File: src/rtl/ps2_host_tx.sv
// rtl/ps2_host_tx.sv - PS/2 host-to-device command byte transmitter
//
// Sends one byte to the PS/2 device: it inhibits the clock, raises a
// request-to-send, shifts the 11-bit frame out on device clock falls, checks
// the device acknowledge and reports done or error.
//
// Ports:
//   Clk      in   system clock, all logic on posedge
//   reset    in   asynchronous active-high reset
//   psClk    in   PS/2 clock line read back from the pad (asynchronous)
//   psData   in   PS/2 data line read back from the pad (asynchronous)
//   txData   in   command byte, sampled when txStart is accepted
//   txStart  in   one-cycle request, accepted only while busy=0
//   busy     out  transfer in progress (bus receiver must ignore the lines)
//   done     out  one-cycle pulse: device acknowledged the frame
//   error    out  one-cycle pulse: NACK or timeout
//   psClkOe  out  1 = pad drives psClk low, 0 = Hi-Z
//   psDataOe out  1 = pad drives psData low, 0 = Hi-Z

module ps2_host_tx #(
  parameter int CLK_HZ         = 50_000_000,
  parameter int INHIBIT_CYCLES = 5000,
  parameter int TIMEOUT_CYCLES = 1_000_000
) (
  input  logic       Clk,
  input  logic       reset,
  input  logic       psClk,
  input  logic       psData,
  input  logic [7:0] txData,
  input  logic       txStart,
  output logic       busy,
  output logic       done,
  output logic       error,
  output logic       psClkOe,
  output logic       psDataOe
);

  // One counter serves both the inhibit interval and the fall timeout.
  localparam int MAX_CNT = (INHIBIT_CYCLES > TIMEOUT_CYCLES) ? INHIBIT_CYCLES : TIMEOUT_CYCLES;
  localparam int CW      = $clog2(MAX_CNT + 1);

  typedef enum logic [2:0] {
    S_IDLE,
    S_INHIBIT,
    S_REQ,
    S_SEND,
    S_ACK,
    S_WAIT_IDLE
  } state_t;

  state_t        state;
  logic          clk_s1, clk_s2, clk_prev;
  logic          data_s1, data_s2;
  logic          fall;
  logic [9:0]    frame;
  logic [3:0]    bit_cnt;
  logic [CW-1:0] cyc_cnt;
  logic [CW-1:0] cyc_inc;
  logic          timeout_hit;

  assign fall        = clk_prev & ~clk_s2;
  assign cyc_inc     = cyc_cnt + CW'(1);
  assign timeout_hit = (cyc_inc == CW'(TIMEOUT_CYCLES));

  always_ff @(posedge Clk or posedge reset) begin
    if (reset) begin
      state    <= S_IDLE;
      clk_s1   <= 1'b1;
      clk_s2   <= 1'b1;
      clk_prev <= 1'b1;
      data_s1  <= 1'b1;
      data_s2  <= 1'b1;
      frame    <= '0;
      bit_cnt  <= '0;
      cyc_cnt  <= '0;
      busy     <= 1'b0;
      done     <= 1'b0;
      error    <= 1'b0;
      psClkOe  <= 1'b0;
      psDataOe <= 1'b0;
    end else begin
      clk_s1   <= psClk;
      clk_s2   <= clk_s1;
      clk_prev <= clk_s2;
      data_s1  <= psData;
      data_s2  <= data_s1;
      done     <= 1'b0;
      error    <= 1'b0;

      case (state)
        S_IDLE: begin
          if (txStart) begin
            frame   <= {1'b1, ~^txData, txData};
            bit_cnt <= '0;
            cyc_cnt <= '0;
            busy    <= 1'b1;
            psClkOe <= 1'b1;
            state   <= S_INHIBIT;
          end
        end

        S_INHIBIT: begin
          if (cyc_cnt == CW'(INHIBIT_CYCLES - 1)) begin
            cyc_cnt  <= '0;
            psDataOe <= 1'b1;   // start bit, while the clock is still held
            state    <= S_REQ;
          end else begin
            cyc_cnt <= cyc_inc;
          end
        end

        default: begin
          // Device-clocked phase: every cycle without a fall counts toward the abort.
          if (fall) cyc_cnt <= '0;
          else      cyc_cnt <= cyc_inc;

          if (!fall && timeout_hit) begin
            psClkOe  <= 1'b0;
            psDataOe <= 1'b0;
            error    <= 1'b1;
            busy     <= 1'b0;
            state    <= S_IDLE;
          end else begin
            case (state)
              S_REQ: begin
                psClkOe <= 1'b0;
                state   <= S_SEND;
              end
              S_SEND: begin
                if (fall) begin
                  // Stop bit is a 1, so the last shift releases the line.
                  psDataOe <= ~frame[0];
                  frame    <= {1'b0, frame[9:1]};
                  bit_cnt  <= bit_cnt + 4'd1;
                  if (bit_cnt == 4'd9) state <= S_ACK;
                end
              end
              S_ACK: begin
                if (fall) begin
                  if (data_s2) begin
                    error <= 1'b1;
                    busy  <= 1'b0;
                    state <= S_IDLE;
                  end else begin
                    state <= S_WAIT_IDLE;
                  end
                end
              end
              S_WAIT_IDLE: begin
                if (clk_s2 && data_s2) begin
                  done  <= 1'b1;
                  busy  <= 1'b0;
                  state <= S_IDLE;
                end
              end
              default: state <= S_IDLE;
            endcase
          end
        end
      endcase
    end
  end

endmodule

File: config.mk
export PLATFORM = sky130hd
export DESIGN_NAME = ps2_host_tx
export DESIGN_NICKNAME = d
export VERILOG_FILES = /design/src/rtl/ps2_host_tx.sv
export SDC_FILE = /design/constraint.sdc
export NUM_CORES = 1
export LEC_CHECK = 0
export BUFFER_PORTS_ARGS = -buffer_cell sky130_fd_sc_hd__clkbuf_2
export CORE_AREA = 4 4 72 74
export DETAILED_ROUTE_END_ITERATION = 7
export DIE_AREA = 0 0 76 78
export PLACE_DENSITY = 0.82
export SETUP_SLACK_MARGIN = 0.5
export SYNTH_ARGS = -nofsm -noshare
export SYNTH_HDL_FRONTEND = slang
export SYNTH_SLANG_ARGS = --single-unit
File: constraint.sdc
create_clock -name Clk -period 7.1 [get_ports Clk]
set_input_delay 1.065 -clock Clk [delete_from_list [all_inputs] [get_ports Clk]]
set_output_delay 1.065 -clock Clk [all_outputs]
set_load 0.005 [all_outputs]
==> results of run 1 <==
logic make-up (layout without fill, tap and decap cells):
| family | Yosys count | count (layout) |
|---|---|---|
| xor gates and xnor gates | 19 | 19 |
| AOI/OAI and AO/OA | 71 | 71 |
| buffers and inverters | 23 | 32 |
| muxes | 11 | 11 |
| and+or+nand+nor | 117 | 117 |
| adders and majority gates | 4 | 4 |
| DFF | 47 | 47 |
metal layers:
layer | vias to the layer above | GRT usage, %
met5 | - | 0
met4 | 0 | 7.65
met3 | 15 | 4.18
met2 | 101 | 32.0
met1 | 1055 | 28.9
li1 | 1070 | -
power breakdown:
group	total, mW	leakage, nW	internal (mW)	switching (mW)
sequential	0.390	0.606	0.324	0.0659
clock	0.197	0.0514	0.105	0.0919
combinational	0.319	0.537	0.128	0.191
state kept, by name (all words and copies together) (netlist names):
| name | count |
|---|---|
| cyc_cnt | 20 |
| clk_s2 | 1 |
| error | 1 |
| clk_prev | 1 |
| state | 3 |
| busy | 1 |
| done | 1 |
| clk_s1 | 1 |
| data_s1 | 1 |
| data_s2 | 1 |
| bit_cnt | 4 |
| psClkOe | 1 |
| psDataOe | 1 |
| frame | 10 |
per-stage QoR:
| stage | total power, mW | setup WS, ns | instance area [um^2] |
|---|---|---|---|
| after floorplan | 0.629 | 4.52 | 2690 |
| after global placement | 0.700 | 4.40 | 2790 |
| after detailed placement | 0.712 | 4.31 | 2790 |
| after CTS | 0.911 | 4.27 | 2900 |
| after global routing | 0.984 | 3.96 | 2900 |
| final | 0.906 | 4.22 | 2900 |
worst max-delay path, delay by kind of cell, from the launching register on:
family | cells | cell delay [ns]
AND/OR/NAND/NOR | 3 | 0.62
adder cells (fa/ha/maj) | 1 | 0.29
AO/OA/AOI/OAI | 4 | 1.36
flip-flops | 1 | 0.47
final timing paths:
kind / start / end / cells past startpoint
max: cyc_cnt[0]$_DFFE_PP0N_ / cyc_cnt[6]$_DFFE_PP0N_ / 8
min: data_s1$_DFF_PP1_ / data_s2$_DFF_PP1_ / 0
max reg2reg: cyc_cnt[0]$_DFFE_PP0N_ / cyc_cnt[6]$_DFFE_PP0N_ / 8
min reg2reg: data_s1$_DFF_PP1_ / data_s2$_DFF_PP1_ / 0
max in group asynchronous: reset / cyc_cnt[4]$_DFFE_PP0N_ / 2
min in group asynchronous: reset / cyc_cnt[12]$_DFFE_PP0N_ / 2
cells in the final DEF (no fill, tap or decap), types with 7 or more instances in the layout:
cell type / Yosys / final
dfrtp_1: 42 / 42
nand2_1: 39 / 39
o21ai_0: 31 / 31
nor2_1: 19 / 19
clkbuf_2: 0 / 17
xnor2_1: 13 / 13
mux2i_1: 11 / 11
nand3_1: 10 / 10
nand4_1: 8 / 8
a21oi_1: 8 / 8
nand2b_1: 7 / 7
layout make-up:
| class | instances | area, um^2 |
|---|---|---|
| tap | 54 | 67.6 |
| inverter | 6 | 22.5 |
| fill | 375 | 1700 |
| clock inverter | 2 | 37.5 |
| sequential | 47 | 1180 |
| clock buffer | 6 | 72.6 |
| multi-input combinational | 222 | 1430 |
| timing repair buffer | 18 | 92.6 |
==> metrics.md, run 1 <==
| Metric | Value |
|---|---|
| Pleak | 1.19 nW |
| Initial antenna violation count | 0 |
| Gr ovfl total | 0 |
| Post-DRT Antenna Nets | 0 |
| Crit path required time | 7.27 ns |
| First-pass GRT wire length | 10200 um |
| CP Class | reg -> reg |
| Metal3 WL | 388 um |
| IO Port Bufs | 17 |
| Die W | 76 um |
| Core Rows | 25 |
| Unique cell type count in the Yosys netlist | 48 |
| Number of vias in the routed layout | 2241 |
| Final hold vios | 0 |
| Cell taking the most area after synthesis | dfrtp_1 |
| Async SR Flop Fraction | 100% |
| CP max-delay cell | o21a_1 |
| Worst skew pair latency | 0.31 ns |
| Final setup skew | 0.0132 ns |
| CTS tree | built |
| Ports | 18 |
| Count of hold-fix buffers inserted at cts | 0 |
| Wire length on met1 | 2580 um |
| Post-synth net total | 309 |
| Clock root buffer | clkbuf_8 |
| Placed Cells | 347 |
| Crit-path max FO | 23 |
| CP arrival | 3.05 ns |
| Core ar. | 0.00460 mm^2 |
| Status | finished, final reports clean |
| Total routed wirelength | 5640 um |
| Number of global-route vias before repair | 2191 |
| DRC viols | 0 |
| Setup Buffers After CTS | 0 |
| Layout area overhead | 7.81% |
| 1st-iter DRT viols | 199 |
| # Max-Cap Violations | 0 |
| Worst R2R Setup Slack | 4.22 ns |
| Most frequent cell after synthesis | dfrtp_1 |
| Fin crit share | 40.6% |
| Clk slew on worst S/H paths | 0.09 ns |
| Slowest stage delay, CP | 0.70 ns |
| GPL Wtd Cong | 0.842 |
| Synthesized flop and latch total | 47 |
| Top post-synthesis cells by area | dfrtp_1, o21ai_0, nand2_1, dfstp_2, xnor2_1 |
| Max_slew headroom | 30.3% |
| Cell Count, Final, Fillers Out | 355 |
| Hold WC Path Type | reg -> reg |
| Min Tclk post-route | 2.88 ns |
| Final max-slew violation count | 0 |
| Pre-antenna DRT Iters | 7 |
| Mapped Cells | 292 |
| Die height | 78 um |
| Cell Pwr Density | 312 mW/mm^2 |
| Ys flop type | dfrtp_1 |
| Met2 Routed Length | 2570 um |
| Via density | 6.31 |
| Avg Cell Area, Syn | 9.21 um^2 |
| H-tree levels | 2 |
| Worst setup EP type | register |
| Seq/Total Area, Yosys | 44.0% |
| Clock sink count | 47 |
| Post-Synth XOR/XNOR Area | 6.19% |
| Drt wl/cell | 15.9 um |
| Post-CTS Resized | 0 |
| Hold_ws | 0.361 ns |
| Top Metal Used | met4 |
| NumNets Final | 317 |
| TritonCTS Buffers | 5 |
| Initial Util | 58.5% |
| Critical Path Start Type | register |
| Post-synthesis mux area share | 4.09% |
| Die area | 0.00593 mm^2 |
| CP Cell Sequence | ha_1 -> nand2_2 -> or2_2 -> o21ai_1 -> o21a_1 -> o21ai_0 -> nand2_1 -> o41ai_1 |
| Mapped cell area | 0.00269 mm^2 |
| EDFF count, synth | 0 |
| Fmax | 347 MHz |
| Inserted Diodes | 0 |
| Worst IR Drop VDD | 0.000172 V |
| Pin count of the biggest net entering global routing | 48 |
| Setup TNS | 0 ns |
| Worst-Margin Slew | 1.04 ns |
| Top cell type's share of synthesized area | 39.1% |
| Final core occ | 63.1% |
| Simple-gate area share of the yosys netlist | 23.0% |
| RSZ-0062 raised after global routing | false |
| Ys Warns | 0 |
| Total GRT Usage | 20.8% |
| Post-detail-place hpwl | 3800 um |
| Layout cell share with drive strength beyond 1 | 13.6% |
| Compound-gate portion of the synthesized area | 17.4% |
| Largest family of logic cells by synthesized area | simple AND/OR/NAND/NOR gates |
| Top cells by count, synth | dfrtp_1, nand2_1, o21ai_0, nor2_1, xnor2_1 |
| Maximum root-to-sink buffer count | 2 |
| Synth Area in Adders | 1.86% |
| Finish-stage setup viols | 0 |
No activity file was read; power rests on OpenSTA's default activity.
==> run 2, diff against run 1 <==
--- a/config.mk
+++ b/config.mk
@@ -6,10 +6,10 @@
 export NUM_CORES = 1
 export LEC_CHECK = 0
 export BUFFER_PORTS_ARGS = -buffer_cell sky130_fd_sc_hd__clkbuf_2
-export CORE_AREA = 4 4 72 74
+export CORE_AREA = 4 4 76 78
 export DETAILED_ROUTE_END_ITERATION = 7
-export DIE_AREA = 0 0 76 78
-export PLACE_DENSITY = 0.82
+export DIE_AREA = 0 0 80 82
+export PLACE_DENSITY = 0.78
 export SETUP_SLACK_MARGIN = 0.5
 export SYNTH_ARGS = -nofsm -noshare
 export SYNTH_HDL_FRONTEND = slang
==> constraint.sdc (replaced) <==
create_clock -name Clk -period 2.4 [get_ports Clk]
set_input_delay 0.36 -clock Clk [delete_from_list [all_inputs] [get_ports Clk]]
set_output_delay 0.36 -clock Clk [all_outputs]
set_load 0.005 [all_outputs]
==> run 2 against run 1 <==
Compared with the run above:
- the run now ends with negative setup slack left
- worst setup slack worse by 4.3 ns
- sequential cell count stayed put
- utilization is 8.1 points higher
- count of clock-buffer cells in the layout is 1 lower
- sequential power grew to 2.9 times the previous value
- fmax is 16% higher
- worst hold slack worse by 0.34 ns
- register-to-register slack worse by 4.3 ns
- clock skew is 0.0052 ns lower
- power grew to 3.9 times the previous value
- critical path type unchanged
- critical endpoint is now state[0]$_DFFE_PP0P_
- largest power group is now combinational cells
==> metrics.md, run 2 (synthesized netlist as in run 1, its figures left out) <==
| Metric | Value |
|---|---|
| Status | complete, but fails checks |
| Failing checks | negative setup slack |
| Max_slew headroom | 60.9% (+31 points) |
| Maximum root-to-sink buffer count | 2 (unchanged) |
| Biggest register | cyc_cnt |
| TritonCTS Buffers | 5 (unchanged) |
| Die area | 0.00656 mm^2 (+11%) |
| Worst skew pair latency | 0.31 ns (about the same) |
| Largest register FFs | 20 (unchanged) |
| First-pass GRT wire length | 11300 um (+9.9%) |
| Drt wl/cell | 19.5 um (+23%) |
| Total routed wirelength | 8070 um (+43%) |
| Worst IR Drop VDD | 0.000544 V (+220%) |
| IO Port Bufs | 17 (unchanged) |
| Fmax | 402 MHz (+16%) |
| Hold WC Path Type | in -> async |
| Cell Pwr Density | 980 mW/mm^2 (+210%) |
| Clock sink count | 47 (unchanged) |
| Finish-stage setup viols | 3 (+3) |
| Final max-slew violation count | 0 (unchanged) |
| Pin count of the biggest net entering global routing | 24 (-50%) |
| GPL Wtd Cong | 0.862 (+2.3%) |
| Core ar. | 0.00507 mm^2 (+10%) |
| Worst setup EP type | register |
| Pleak | 1.54 nW (+29%) |
| Hold_ws | 0.0171 ns (-0.344 ns) |
| CP arrival | 2.69 ns (-0.36 ns) |
| Final setup skew | 0.00799 ns (-0.00524 ns) |
| Worst r2r dst | state[0]$_DFFE_PP0P_ |
| 1st-iter DRT viols | 310 (+56%) |
| CP endpoint | state[0]$_DFFE_PP0P_ |
| Worst R2R Setup Slack | -0.09 ns (-4.30 ns) |
| Most common cell after layout, fill and taps aside | nand2_1 |
| Die height | 82 um (+5.1%) |
| Initial antenna violation count | 0 (unchanged) |
| Post-DRT Antenna Nets | 0 (unchanged) |
| FF-to-FF Start | cyc_cnt[9]$_DFFE_PP0N_ |
| # Max-Cap Violations | 0 (unchanged) |
| Total GRT Usage | 22.1% (+1.3 points) |
| NumNets Final | 359 (+13%) |
| Gr ovfl total | 0 (unchanged) |
| Power, Total | 3.54 mW (+290%) |
| Layout area overhead | 34.3% |
| Min Tclk post-route | 2.49 ns (-0.395 ns) |
| Crit path required time | 2.60 ns (-4.67 ns) |
| Fin crit share | 104% (+63 points) |
| Largest regs | cyc_cnt x20, frame x10, bit_cnt x4 |
| Inserted Diodes | 0 (unchanged) |
| Number of vias in the routed layout | 2611 (+17%) |
| CP Class | reg -> reg |
| Reg2Reg Depth | 8 (unchanged) |
| Critical Path Start Type | register |
| Post-route setup slack | -0.0877 ns (-4.30 ns) |
| RSZ-0062 raised after global routing | true |
| Post-detail-place hpwl | 4310 um (+13%) |
| Cell Count, Final, Fillers Out | 413 (+16%) |
| Layout cell share with drive strength beyond 1 | 37.9% (+24 points) |
| Clock root buffer | clkbuf_8 |
| DRC viols | 0 (unchanged) |
| Ports | 18 (unchanged) |
| CTS tree | built |
| Worst-Margin Slew | 0.586 ns (-0.454 ns) |
| Core Rows | 26 (+4.0%) |
| Final hold vios | 0 (unchanged) |
| Number of global-route vias before repair | 2415 (+10%) |
| Most frequent cells in the layout | nand2_1, dfrtp_1, buf_4 |
| Via density | 6.32 (+0.15%) |
| Placed Cells | 382 (+10%) |
| Crit-path max FO | 5 (-78%) |
| Pre-antenna DRT Iters | 5 (-2) |
| Initial Util | 53.0% (-5.5 points) |
| H-tree levels | 2 (unchanged) |
| Die W | 80 um (+5.3%) |
| Clk slew on worst S/H paths | 0.10 ns (about the same) |
| Crit path from | cyc_cnt[9]$_DFFE_PP0N_ |
-- run 2: cell count changes in the layout (fill, tap and decap cells not counted), sizes merged --
cell	change
clkinv	+1
buf	+40
inv	+1
clkbuf	+1
clkinvlp	-1
-- run 2: final cells by class --
type / instances / area, um^2
multi-input combinational: 222 / 1710
tap: 70 / 87.6
sequential: 47 / 1190
fill: 321 / 1460
clock inverter: 3 / 47.5
clock buffer: 5 / 68.8
inverter: 6 / 22.5
timing repair buffer: 60 / 485
-- run 2: power by group --
group,switching (mW),leakage (nW),internal [mW]
clock,0.293,0.0587,0.316
sequential,0.161,0.592,0.965
combinational,0.912,0.891,0.895
-- run 2: what timing repair did --
item | 4_1_cts | 5_1_grt
buffers inserted | 7 | 14
hold buffers | 0 | 0
cloned | 0 | 2
gates resized for setup | 22 | 54
endpoints found under the hold margin | 0 | 0
endpoints found under the setup margin | 28 | 28
pin swaps | 7 | 22
-- run 2: worst min path at each step --
| stage | start | endpoint | slack [ns] | cells past startpoint |
|---|---|---|---|---|
| after floorplan | clk_s1$_DFF_PP1_ | clk_s2$_DFF_PP1_ | 0.35 | 0 |
| final | reset | frame[4]$_DFFE_PP0P_ | 0.02 | 2 |
| after global placement | reset | frame[3]$_DFFE_PP0P_ | 0.35 | 2 |
| after detailed placement | data_s1$_DFF_PP1_ | data_s2$_DFF_PP1_ | 0.35 | 0 |
| after CTS | reset | frame[3]$_DFFE_PP0P_ | 0.02 | 2 |
| after global routing | reset | frame[3]$_DFFE_PP0P_ | 0.05 | 2 |
-- run 2: critical path, cell delays in order (launching register included) --
cell	delay, ns
dfrtp_1	0.48
nand3_1	0.27
nor4_1	0.48
xor2_1	0.20
nor4_4	0.35
buf_4	0.19
a41oi_1	0.12
a21oi_1	0.21
o41ai_2	0.08
-- run 2: metrics by stage --
step / setup WS, ns / setup TNS (ns) / util [%] / cell area (um^2)
3_3_place_gp: 0.0534 / 0 / 59.1 / 3000
2_1_floorplan: -0.00930 / -0.00930 / - / 2730
4_1_cts: 0.122 / 0 / 64.8 / 3290
5_1_grt: -0.167 / -0.519 / 71.2 / 3610
3_5_place_dp: -0.000897 / -0.000897 / 59.1 / 3000
6_report: -0.0877 / -0.189 / 71.2 / 3610
-- run 2: per-layer routing --
layer	vias up	GRT usage [%]	wire length (um)	share of wire, %
li1	1156	-	-	-
met1	1249	27.8	3160	39
met2	166	37.2	3920	49
met3	40	3.84	622	7.7
met4	0	10.5	371	4.6
met5	-	0	0	0
==> run 3, diff against run 2 <==
--- a/config.mk
+++ b/config.mk
@@ -10,6 +10,7 @@
 export DETAILED_ROUTE_END_ITERATION = 7
 export DIE_AREA = 0 0 80 82
 export PLACE_DENSITY = 0.78
+export REMOVE_ABC_BUFFERS = 1
 export SETUP_SLACK_MARGIN = 0.5
 export SYNTH_ARGS = -nofsm -noshare
 export SYNTH_HDL_FRONTEND = slang
==> run 3 against run 2 <==
Compared with the run above:
- critical endpoint is now psDataOe$_DFFE_PP0P_
- worst setup slack improved by 0.13 ns
- largest cell class unchanged
- routed wire length fell by 3.6%
- the run now ends clean
- count of clock-buffer cells in the layout rose by 1
- highest routed layer unchanged
==> metrics.md, run 3 (synthesized netlist as in run 1, its figures left out) <==
| Metric | Value |
|---|---|
| Status | finished, final reports clean |
| Crit-path max FO | 6 (+1) |
| CP max-delay cell | dfrtp_2 |
| Pre-CTS setup slack | 0.0374 ns (+0.0383 ns) |
| CP Cell Sequence | nand4_1 -> buf_4 -> nor3_2 -> nand4_1 -> xnor2_1 -> nand3_4 -> a211o_1 -> a32o_1 |
| Crit path required time | 2.59 ns (about the same) |
| Drt wl/cell | 18.9 um (-3.3%) |
| Die W | 80 um (unchanged) |
| Cell Pwr Density | 938 mW/mm^2 (-4.4%) |
| H-tree levels | 2 (unchanged) |
| Slowest stage delay, CP | 0.47 ns (about the same) |
| Final setup skew | 0.0103 ns (+0.00232 ns) |
| Post-detail-place hpwl | 4120 um (-4.5%) |
| Cell family with most CP delay | simple AND/OR/NAND/NOR gates |
| Initial antenna violation count | 0 (unchanged) |
| GPL Wtd Cong | 0.886 (+2.9%) |
| Worst setup EP type | register |
| Pin count of the biggest net entering global routing | 48 (+100%) |
| Via density | 6.41 (+1.4%) |
| Post-route setup slack | 0.0378 ns (+0.126 ns) |
| Layout cell share with drive strength beyond 1 | 37.4% (-0.47 points) |
| Core Rows | 26 (unchanged) |
| Finish-stage setup viols | 0 (-3) |
| Largest regs | cyc_cnt x20, frame x10, bit_cnt x4 |
| CP most frequent cell | nand4_1 |
| Pre-antenna DRT Iters | 5 (unchanged) |
| Fin crit share | 98.4% (-5.2 points) |
| Fillers | 367 (+14%) |
| Post-DRT Antenna Nets | 0 (unchanged) |
| Core ar. | 0.00507 mm^2 (unchanged) |
| Worst-Margin Slew | 0.595 ns (+0.00851 ns) |
| Number of global-route vias before repair | 2343 (-3.0%) |
| TritonCTS Buffers | 5 (unchanged) |
| DRC viols | 0 (unchanged) |
| Total routed wirelength | 7780 um (-3.6%) |
| Most common cell after layout, fill and taps aside | nand2_1 |
| Total GRT Usage | 22.5% (+0.33 points) |
| Worst skew pair latency | 0.30 ns (about the same) |
| Pleak | 1.51 nW (-1.9%) |
| Count of hold-fix buffers inserted at cts | 0 (unchanged) |
| Number of vias in the routed layout | 2641 (+1.1%) |
| 1st-iter DRT viols | 322 (+3.9%) |
| Critical Path Start Type | register |
| Min Tclk post-route | 2.36 ns (-0.126 ns) |
| First-pass GRT wire length | 11300 um (+0.61%) |
| Most frequent cells in the layout | nand2_1, buf_4, o21ai_0 |
| Final hold vios | 0 (unchanged) |
| Ports | 18 (unchanged) |
| NumNets Final | 358 (-0.28%) |
| Clock root buffer | clkbuf_8 |
| RSZ-0062 raised after global routing | true |
| Max_slew headroom | 60.2% (-0.71 points) |
| Gr ovfl total | 0 (unchanged) |
| CP arrival | 2.56 ns (-0.13 ns) |
| IO Port Bufs | 17 (unchanged) |
| Fmax | 423 MHz (+5.3%) |
| Initial Util | 53.0% (unchanged) |
| Hold WC Path Type | in -> reg |
| Largest register FFs | 20 (unchanged) |
| CP Class | reg -> reg |
| Layout area overhead | 32.3% |
| Final core occ | 70.1% (-1.1 points) |
| Clock sink count | 47 (unchanged) |
| Inserted Diodes | 0 (unchanged) |
| # Max-Cap Violations | 0 (unchanged) |
| Bufs and invs on worst path | 1 (unchanged) |
| CTS tree | built |
| Biggest register | cyc_cnt |
| Final max-slew violation count | 0 (unchanged) |
| Die area | 0.00656 mm^2 (unchanged) |
| Maximum root-to-sink buffer count | 2 (unchanged) |
| Die height | 82 um (unchanged) |
| Setup TNS | 0 ns (+0.189 ns) |
| Clk slew on worst S/H paths | 0.09 ns (about the same) |
| Worst IR Drop VDD | 0.000459 V (-16%) |
[run 3: final cells by class]
type | instances | area, um^2 | share of cell area [%]
Multi-Input combinational cell | 223 | 1660 | 46.6
Timing Repair Buffer | 58 | 468 | 13.1
Clock buffer | 6 | 82.6 | 2.32
Tap cell | 70 | 87.6 | 2.46
Inverter | 6 | 22.5 | 0.633
Clock inverter | 2 | 38.8 | 1.09
Sequential cell | 47 | 1200 | 33.7
[run 3: stage by stage]
stage / instance area (um^2) / std cells / hold WS (ns) / power, mW
final: 3560 / 412 / 0.131 / 3.34
after global routing: 3560 / 412 / 0.113 / 3.51
after CTS: 3350 / 406 / 0.122 / 3.19
after detailed placement: 2970 / 383 / 0.351 / 2.26
after global placement: 2970 / 383 / 0.346 / 2.22
after floorplan: 2620 / 275 / 0.345 / 1.82
[run 3: routing by layer]
metal | global-route usage, % | wire length [um] | vias to the layer above
li1 | - | - | 1155
met3 | 4.61 | 669 | 39
met2 | 37.6 | 3740 | 183
met1 | 28.9 | 3090 | 1264
met4 | 8.11 | 284 | 0
met5 | 0 | 0 | -
[run 3: what timing repair did]
action                     in CTS  in global routing
setup buffers                  14                  5
gates resized for setup        28                 39
setup endpoints to repair      26                 38
cloned                          1                  1
pin swaps                      10                 10
[run 3: worst paths after layout]
path | startpoint | endpoint | slack, ns | depth (start not counted)
min in group asynchronous | reset | frame[8]$_DFFE_PP0P_ | 0.18 | 3
hold / removal | psData | data_s1$_DFF_PP1_ | 0.13 | 1
hold reg to reg | data_s1$_DFF_PP1_ | data_s2$_DFF_PP1_ | 0.36 | 0
max in group asynchronous | reset | cyc_cnt[6]$_DFFE_PP0N_ | 1.80 | 3
setup reg to reg | cyc_cnt[7]$_DFFE_PP0N_ | psDataOe$_DFFE_PP0P_ | 0.04 | 8
setup / recovery | cyc_cnt[7]$_DFFE_PP0N_ | psDataOe$_DFFE_PP0P_ | 0.04 | 8
[run 3: power breakdown]
group          internal [mW]  switching, mW
Clock                  0.343          0.280
Sequential             0.963          0.164
Combinational          0.755          0.832
Total                   2.06           1.28
